### src/rtl/ucsbece154_icache_pkg.sv
// Shared types and constants for the instruction cache.
// Default geometry, field widths, FSM states, text base.
package ucsbece154_icache_pkg;

  localparam int NUM_SETS_DEF    = 8;
  localparam int BLOCK_WORDS_DEF = 4;

  localparam int OFF_BITS = $clog2(BLOCK_WORDS_DEF);
  localparam int IDX_BITS = $clog2(NUM_SETS_DEF);
  localparam int TAG_BITS = 32 - 2 - OFF_BITS - IDX_BITS;

  localparam logic [31:0] TEXT_START = 32'h00010000;

  typedef enum logic [1:0] {
    S_IDLE,
    S_REQUEST,
    S_WAIT,
    S_FILL
  } icache_state_e;

endpackage

### src/rtl/ucsbece154_icache_fill_ctrl.sv
// Miss FSM, beat counter and critical-word-first sequencer.
// Ports: fetch/hit in, burst beat in; wr_en/wr_off/line_set out.
module ucsbece154_icache_fill_ctrl
  import ucsbece154_icache_pkg::*;
#(
  parameter  int NUM_SETS    = NUM_SETS_DEF,
  parameter  int BLOCK_WORDS = BLOCK_WORDS_DEF,
  localparam int OB          = $clog2(BLOCK_WORDS)
) (
  input  logic          clk,
  input  logic          rst_n,
  input  logic          read_enable,
  input  logic          hit,
  input  logic [31:0]   read_address,
  input  logic          mem_data_ready,
  output icache_state_e state,
  output logic          mem_read_request,
  output logic [31:0]   miss_addr,
  output logic          wr_en,
  output logic [OB-1:0] wr_off,
  output logic          line_set
);

  localparam logic [OB:0] LAST_BEAT =
    (OB+1)'(BLOCK_WORDS - 1);

  icache_state_e state_q, state_d;
  logic [31:0]   miss_addr_q, miss_addr_d;
  logic [OB:0]   beat_q, beat_d;
  logic [OB-1:0] next_off_q, next_off_d;
  logic [OB-1:0] crit_off;
  logic [OB-1:0] nxt_off;

  assign crit_off  = miss_addr_q[OB+1:2];
  assign state     = state_q;
  assign miss_addr = miss_addr_q;

  always_ff @(posedge clk or negedge rst_n) begin
    if (!rst_n) begin
      state_q     <= S_IDLE;
      miss_addr_q <= '0;
      beat_q      <= '0;
      next_off_q  <= '0;
    end else begin
      state_q     <= state_d;
      miss_addr_q <= miss_addr_d;
      beat_q      <= beat_d;
      next_off_q  <= next_off_d;
    end
  end

  always_comb begin
    state_d          = state_q;
    miss_addr_d      = miss_addr_q;
    beat_d           = beat_q;
    next_off_d       = next_off_q;
    mem_read_request = 1'b0;
    wr_en            = 1'b0;
    wr_off           = crit_off;
    line_set         = 1'b0;
    nxt_off          = next_off_q + OB'(1);
    unique case (state_q)
      S_IDLE: begin
        if (read_enable && !hit) begin
          miss_addr_d = read_address & 32'hFFFF_FFFC;
          state_d     = S_REQUEST;
        end
      end
      S_REQUEST: begin
        mem_read_request = 1'b1;
        state_d          = S_WAIT;
      end
      S_WAIT: begin
        if (mem_data_ready) begin
          wr_en   = 1'b1;
          wr_off  = crit_off;
          beat_d  = (OB+1)'(1);
          // Remaining words ascend from 0, skipping the critical one.
          next_off_d = (crit_off == '0) ? OB'(1) : '0;
          state_d = S_FILL;
        end
      end
      S_FILL: begin
        if (mem_data_ready) begin
          wr_en  = 1'b1;
          wr_off = next_off_q;
          beat_d = beat_q + (OB+1)'(1);
          if (nxt_off == crit_off) begin
            nxt_off = nxt_off + OB'(1);
          end
          next_off_d = nxt_off;
          if (beat_q == LAST_BEAT) begin
            line_set = 1'b1;
            state_d  = S_IDLE;
          end
        end
      end
      default: state_d = S_IDLE;
    endcase
  end

endmodule

### src/rtl/ucsbece154_icache.sv
// Direct-mapped read-only I-cache with burst refill.
// Macro ICACHE_EARLY_RESTART_EN forwards the critical word.
module ucsbece154_icache
  import ucsbece154_icache_pkg::*;
#(
  parameter int NUM_SETS    = NUM_SETS_DEF,
  parameter int BLOCK_WORDS = BLOCK_WORDS_DEF
) (
  input  logic        clk,
  input  logic        reset,
  input  logic        ReadEnable,
  input  logic [31:0] ReadAddress,
  output logic [31:0] Instruction,
  output logic        Ready,
  output logic        MemReadRequest,
  output logic [31:0] MemReadAddress,
  input  logic [31:0] MemDataIn,
  input  logic        MemDataReady
);

  localparam int OB = $clog2(BLOCK_WORDS);
  localparam int IB = $clog2(NUM_SETS);
  localparam int TB = 30 - OB - IB;

  logic [31:0]   addr_w;
  logic [OB-1:0] rd_off;
  logic [IB-1:0] rd_idx;
  logic [TB-1:0] rd_tag;

  logic [31:0]   miss_addr;
  logic [IB-1:0] m_idx;
  logic [TB-1:0] m_tag;

  icache_state_e state;
  logic          hit;
  logic          wr_en;
  logic [OB-1:0] wr_off;
  logic          line_set;

  logic [31:0]   data_mem [NUM_SETS][BLOCK_WORDS];
  logic [TB-1:0] tag_mem  [NUM_SETS];
  logic [NUM_SETS-1:0] valid_q, valid_d;

  assign addr_w = ReadAddress & 32'hFFFF_FFFC;
  assign rd_off = addr_w[OB+1:2];
  assign rd_idx = addr_w[OB+IB+1:OB+2];
  assign rd_tag = addr_w[31:OB+IB+2];
  assign m_idx  = miss_addr[OB+IB+1:OB+2];
  assign m_tag  = miss_addr[31:OB+IB+2];

  assign hit = valid_q[rd_idx] &&
               (tag_mem[rd_idx] == rd_tag);

  assign MemReadAddress = miss_addr;

  ucsbece154_icache_fill_ctrl #(
    .NUM_SETS    (NUM_SETS),
    .BLOCK_WORDS (BLOCK_WORDS)
  ) u_fill (
    .clk              (clk),
    .rst_n            (reset),
    .read_enable      (ReadEnable),
    .hit              (hit),
    .read_address     (addr_w),
    .mem_data_ready   (MemDataReady),
    .state            (state),
    .mem_read_request (MemReadRequest),
    .miss_addr        (miss_addr),
    .wr_en            (wr_en),
    .wr_off           (wr_off),
    .line_set         (line_set)
  );

  always_ff @(posedge clk) begin
    if (wr_en) begin
      data_mem[m_idx][wr_off] <= MemDataIn;
    end
    if (line_set) begin
      tag_mem[m_idx] <= m_tag;
    end
  end

  always_comb begin
    valid_d = valid_q;
    if (line_set) begin
      valid_d[m_idx] = 1'b1;
    end
  end

  always_ff @(posedge clk or negedge reset) begin
    if (!reset) begin
      valid_q <= '0;
    end else begin
      valid_q <= valid_d;
    end
  end

  always_comb begin
    Ready       = 1'b0;
    Instruction = 'x;
    if ((state == S_IDLE) && ReadEnable && hit) begin
      Ready       = 1'b1;
      Instruction = data_mem[rd_idx][rd_off];
    end
`ifdef ICACHE_EARLY_RESTART_EN
    if ((state == S_WAIT) && MemDataReady) begin
      Ready       = 1'b1;
      Instruction = MemDataIn;
    end
`else
`endif
  end

endmodule

### config.mk
export PLATFORM = sky130hd
export DESIGN_NAME = ucsbece154_icache
export DESIGN_NICKNAME = d
export VERILOG_FILES = /design/src/rtl/ucsbece154_icache_pkg.sv /design/src/rtl/ucsbece154_icache_fill_ctrl.sv /design/src/rtl/ucsbece154_icache.sv
export SDC_FILE = /design/constraint.sdc
export NUM_CORES = 1
export LEC_CHECK = 0
export CORE_MARGIN = 2
export CORE_UTILIZATION = 61
export DETAILED_ROUTE_END_ITERATION = 7
export PLACE_DENSITY_LB_ADDON = 0.15
export SYNTH_ARGS = -nofsm -noshare
export SYNTH_HDL_FRONTEND = slang
export SYNTH_SLANG_ARGS = --single-unit
### constraint.sdc
create_clock -name clk -period 5.41 [get_ports clk]
set_clock_uncertainty 0.05 [all_clocks]
set_input_delay 1.082 -clock clk [delete_from_list [all_inputs] [get_ports clk]]
set_output_delay 1.082 -clock clk [all_outputs]
set_load 0.005 [all_outputs]
==> flow_metrics.env <==
export IMPL_drv_cap=0
export IMPL_fp_row_count=103
export IMPL_min_to="valid_q[2]"
export IMPL_netlist_area_mm2=0.04884
export IMPL_ys_seq_area_frac=0.7756
export IMPL_period_share=0.9705
export IMPL_cp_max_fo=39
export IMPL_min_period_ps=5251
export IMPL_cp_required_ps=4280
export IMPL_synth_area_leaders="edfxtp_1, mux4_2, dfrtp_1"
export IMPL_final_antenna_net_count=0
export IMPL_synth_seq_cells=1269
export IMPL_instances_no_fill=3431
export IMPL_place_congestion=0.7600
export IMPL_fin_setup_tns_ps=0
export IMPL_grt_overflow=0
export IMPL_post_cts_buffers=0
export IMPL_start_util=0.6173
export IMPL_hold_path_class="reg -> reg"
export IMPL_io_buffers=129
export IMPL_clk_latency_ps=690
export IMPL_postCtsHoldBufs=0
export IMPL_routed_via_density=6.578
export IMPL_dr_pass1_iters=5
export IMPL_dp_hpwl_mm=59.69
export IMPL_synth_top_area_frac=0.7525
export IMPL_setup_viol=0
export IMPL_hold_violations=0
export IMPL_worst_hold_slack_ps=425.0
export IMPL_placedCellCount=3204
export IMPL_finalNetCount=2350
export IMPL_synth_cells=2030
export IMPL_grt_pass1_vias=23360
export IMPL_mostFrequentLayoutCell="edfxtp_1"
export IMPL_crit_arrival_ps=4120
export IMPL_irDropWorstVdd_uv=369.1
export IMPL_yosys_area_top_type="edfxtp_1"
export IMPL_cts_buffers_inserted=120
export IMPL_wl_per_cell_um=32.08
export IMPL_worst_hold_path_num_cells=1
export IMPL_die_area_mm2=0.08235
export IMPL_r2r_start="u_fill.state[0]"
export IMPL_clockBufferDepth=3
export IMPL_drt_total_wl_mm=110.1
export IMPL_total_leakage_power_nw=17.97
export IMPL_htreeDepth=3
export IMPL_slew_headroom=0.2622
export IMPL_first_iter_violations=2310
export IMPL_synth_top_flop_cell="edfxtp_1"
export IMPL_synth_edff_count=1224
export IMPL_fmax_mhz=190.5
export IMPL_area_delta_synth_final_pct=15.27
export IMPL_pwr_density_cell_mw_per_mm2=401.1
export IMPL_post_cts_resized=0
export IMPL_cts_root_buffer="clkbuf_16"
export IMPL_vias=22570
export IMPL_core_area_mm2=0.07913
export IMPL_io_pins=134
export IMPL_grt_max_degree=64
export IMPL_clk_pin_slew_ps=60
export IMPL_hp_start="valid_q[2]"
export IMPL_fp_dieH_um=287.0
export IMPL_cp_start_kind="primary input"
export IMPL_worst_slew_pin_slew_ps=1103
export IMPL_crit_type="in -> out"
export IMPL_synth_warnings=0
export IMPL_cts_tree="built"
export IMPL_cts_sinks=1269
export IMPL_layout_drive_gt1_share=0.3188
export IMPL_r2r_end="data_mem[2][104]"
export IMPL_grt_pass1_wl_mm=159.4
export IMPL_worst_setup_path_end_kind="primary output"
export IMPL_outcome="complete, no violations"
export IMPL_antenna_found_initial=6
export IMPL_die_x_um=287.0
export IMPL_async_flop_share=0.03546
export IMPL_rsz0062_at_grt="no"
export IMPL_synth_cell_types=48
export IMPL_drv_slew=0
export IMPL_drc=0
export IMPL_n_antenna_cell=0
export IMPL_avgSynthCellArea_um2=24.06
export IMPL_grt_usage=0.2736
export IMPL_ff2ff_setup_slack_ps=2140
export IMPL_mostFrequentLayoutCells="edfxtp_1, mux4_2, clkdlybuf4s50_1"
export IMPL_ff2ff_path_depth=7
-- state kept, by name, indices dropped and copies added (netlist names) --
register,flops
data_mem,1024
tag_mem,200
u_fill.miss_addr,30
valid_q,8
u_fill.beat_q,3
u_fill.next_off_q,2
u_fill.state,2
-- through the flow --
step / power (W) / util / instance area [um^2] / setup slack, ps
floorplan: 0.01312 / - / 48850 / 688.3
global placement: 0.01420 / 0.6607 / 52280 / 275.5
detailed placement: 0.01431 / 0.6607 / 52280 / 255.2
CTS: 0.02272 / 0.7116 / 56300 / 243.3
global route: 0.02326 / 0.7116 / 56300 / 45.59
finish: 0.02259 / 0.7116 / 56300 / 159.5
-- metal layers --
layer,part of all wire,vias to the layer above,global-route usage,wire length [um]
met5,0.00056,-,0,62
met4,0.027,10,0.08568,3021
met3,0.086,198,0.05786,9441
met2,0.49,1017,0.4348,54330
met1,0.39,12160,0.3901,43210
li1,-,9182,-,-
-- final cells by class --
cell class / instances / area [um^2]
repair buffers: 223 / 2349
clock inverters: 79 / 853.3
clock buffers: 148 / 3171
flip-flops and latches: 1269 / 37880
inverters: 8 / 30.03
fillers: 4539 / 22820
well taps: 1050 / 1314
multi-input cells: 654 / 10710
-- cell families after synthesis --
kind of cell	Yosys count	synth area share
buf+inv	108	0.01089
simple gates	103	0.01027
compound gates	46	0.006993
xor+xnor	23	0.004124
flops	1269	0.7756
fa+ha+maj	6	0.001537
mux	474	0.1906
other cells	1	0.00007677
-- how the worst max path moves through the flow --
stage | start | end | cells past startpoint
3_3_place_gp | ReadAddress[5] | Ready | 11
5_1_grt | ReadAddress[5] | Ready | 10
4_1_cts | ReadAddress[5] | Ready | 11
2_1_floorplan | ReadAddress[4] | Instruction[16] | 8
6_report | ReadAddress[5] | Ready | 11
3_5_place_dp | ReadAddress[5] | Ready | 11
-- cell usage after synthesis (2+ instances only) --
cell,number
inv_1,8
nor3_1,5
o22ai_1,7
o21ai_0,4
nor3b_1,2
a221oi_1,8
clkbuf_1,34
nor2_1,48
mux2_2,47
a22o_1,5
nand3_1,4
o2111ai_1,4
nand2_1,13
a21oi_1,4
buf_6,6
nor4_1,3
xor2_1,20
mux2i_1,49
ha_1,6
buf_2,32
mux4_2,348
a2bb2oi_1,2
xnor2_1,3
and3_1,3
buf_4,11
or2_2,8
edfxtp_1,1224
nand2b_1,2
or3b_2,2
nor2b_1,4
o21ai_1,3
nand3b_1,3
mux2_4,30
and2_1,2
buf_1,17
a22oi_1,3
dfrtp_1,45
-- worst max-delay path, cell delays in order --
cell             delay, ps
buf_8                  350
buf_4                  320
mux2_2                 370
o22ai_1                170
a221oi_1                90
xor2_1                 180
nor4_1                 510
nand4_1                210
buf_4                  210
nor2_1                 110
clkdlybuf4s50_1        500
-- power by group --
part	switching (W)	internal (W)	leakage, nW
clock	0.00355	0.00493	1.96
sequential	0.000396	0.0115	11.6
combinational	0.00116	0.00108	4.45
total	0.00511	0.0175	18.0
(Power assumes the default switching activity.)
==> RTL edit (same settings) <==
The option `ICACHE_EARLY_RESTART_EN` is turned on by a define.
--- a/src/rtl/ucsbece154_icache.sv
+++ b/src/rtl/ucsbece154_icache.sv
@@ -1,5 +1,7 @@
 // Direct-mapped read-only I-cache with burst refill.
 // Macro ICACHE_EARLY_RESTART_EN forwards the critical word.
+`define ICACHE_EARLY_RESTART_EN
+
 module ucsbece154_icache
   import ucsbece154_icache_pkg::*;
 #(
Function: changed (Yosys sat finds a counterexample within 4 cycles, from zero or initial values and one cycle with reset low).
==> RTL edit against the original RTL <==
Final area grew 0.32%; setup slack gained 0.10 ns; first-iteration DRC count grew 36%; via count grew 2.1%; sequential cell count is the same; register-to-register slack lost 0.25 ns; total power is essentially flat; sequential power is essentially flat; global-route usage grew 0.27 points; largest cell class unchanged; critical path type unchanged; synthesized area grew 0.34%; routed wire length grew 0.95%.
==> RTL edit: results (changes against the original RTL) <==
[run_status]
status = finished, final reports clean

[logic_synthesis]
synth_cells = 2066  ; +1.8%
synth_xor_area_share_pct = 0.411  ; -0.0014 points
synth_compound_area_share_pct = 0.748  ; +0.049 points
synth_cell_types = 45  ; -6.3%
muxShareOfSynthArea_pct = 19.2  ; +0.10 points
synthTopCellsByCount = edfxtp_1 (1224), mux4_2 (366), mux2i_1 (55)
synth-seq-area-share_pct = 77.3  ; -0.26 points

[power_and_ir_drop]
peakVddDrop_mv = 0.299  ; -19%
p_leak_nw = 18.1  ; +0.55%
power_switching_mw = 5.19  ; +1.7%

[placement]
place.detailed.hpwl_mm = 58.8  ; -1.4%
place_congestion = 0.752  ; -1.0%
dp_cells = 3262  ; +1.8%

[critical_path]
cp_slowest_cell = mux4_2
crit_start = ReadAddress[4]
worstPathArrival_ns = 4.01  ; -0.11 ns
crit_end = Instruction[21]
critical_path.max_stage_delay_ns = 0.54  ; +0.03 ns
worst_r2r_path_depth = 6  ; -1
worst_r2r_endpoint = data_mem[7][10]
r2r_slack_ns = 1.89  ; -0.25 ns

[clock_network]
clk_latency_ns = 0.67  ; -0.02 ns
cts_inserted_buffers = 121  ; +0.83%

[finish]
fillCellCount = 4513  ; -0.57%
drive_gt1_share_pct = 31.5  ; -0.35 points
nets = 2409  ; +2.5%

[routing]
first_iter_violations = 3141  ; +36%
detail_route.wl_per_cell_um = 31.9  ; -0.70%
vias_per_cell = 6.60  ; +0.41%

[global_route]
grt_pass1_vias = 23900  ; +2.3%
track_usage_pct = 27.6  ; +0.27 points
grt_pass1_wl_mm = 162  ; +1.6%
antenna_found_initial = 2  ; -4
grt_max_degree = 84  ; +31%

RTL edit: cell count changes in the layout (fill, tap and decap cells not counted), moves of 6 or more:
| cell | before | now |
|---|---|---|
| bufinv_16 | 16 | 9 |
| buf_4 | 67 | 102 |
| nand2_1 | 13 | 44 |
| mux2i_1 | 49 | 55 |
| clkbuf_8 | 3 | 9 |
| mux4_2 | 348 | 366 |
| o21ai_0 | 4 | 40 |
| a221oi_1 | 8 | 0 |
| mux2_2 | 47 | 12 |
| buf_12 | 28 | 21 |
RTL edit: per-layer routing:
| metal | vias to the layer above | wire length, um | track usage, % |
|---|---|---|---|
| li1 | 9360 | - | - |
| met1 | 12400 | 43400 | 39.7 |
| met2 | 1094 | 55900 | 45.0 |
| met3 | 203 | 8750 | 4.39 |
| met4 | 4 | 3040 | 8.03 |
| met5 | - | 19 | 0 |
RTL edit: worst min-delay path by stage:
stage | slack [ns] | to
after detailed placement | 0.40 | valid_q[6]
after floorplan | 0.38 | valid_q[2]
final | 0.42 | valid_q[0]
after global routing | 0.43 | valid_q[5]
after CTS | 0.42 | valid_q[1]
after global placement | 0.40 | valid_q[6]
RTL edit: power by group through the flow:
| stage | clock network (mW) | registers [mW] | logic (mW) |
|---|---|---|---|
| 5_1_grt | 8.68 | 12.0 | 2.64 |
| 2_1_floorplan | 0 | 11.9 | 1.26 |
| 3_3_place_gp | 0 | 12.0 | 2.45 |
| 4_1_cts | 8.32 | 11.9 | 2.52 |
| 3_5_place_dp | 0 | 12.1 | 2.50 |
| 6_report | 8.22 | 11.9 | 2.49 |
RTL edit: cell type report:
cell class	instances	area, sq um	share of cell area [%]
flip-flops and latches	1269	37900	67.1
multi-input cells	683	10900	19.3
well taps	1050	1310	2.33
repair buffers	250	2450	4.34
diodes	2	5.00	0.00886
clock buffers	159	3320	5.89
clock inverters	65	559	0.990
inverters	10	37.5	0.0665
RTL edit: per-stage QoR:
stage | total power, mW | worst slack (ns) | hold WS (ns) | area, sq um | utilization (%)
after global placement | 14.5 | 0.148 | 0.395 | 52600 | 66.4
final | 22.6 | 0.264 | 0.418 | 56500 | 71.3
after global routing | 23.3 | 0.0753 | 0.430 | 56500 | 71.3
after CTS | 22.7 | 0.113 | 0.418 | 56500 | 71.3
after detailed placement | 14.6 | 0.122 | 0.398 | 52600 | 66.4
after floorplan | 13.2 | 0.634 | 0.384 | 49000 | -
RTL edit: kinds of logic (layout without fill, tap and decap cells):
kind of cell,Yosys count,after routing
XOR/XNOR,23,23
multiplexers,464,464
adder cells (fa/ha/maj),6,6
AND/OR/NAND/NOR,125,125
buffers and inverters,115,484
flip-flops,1269,1269
AO/OA/AOI/OAI,63,63
other,1,4
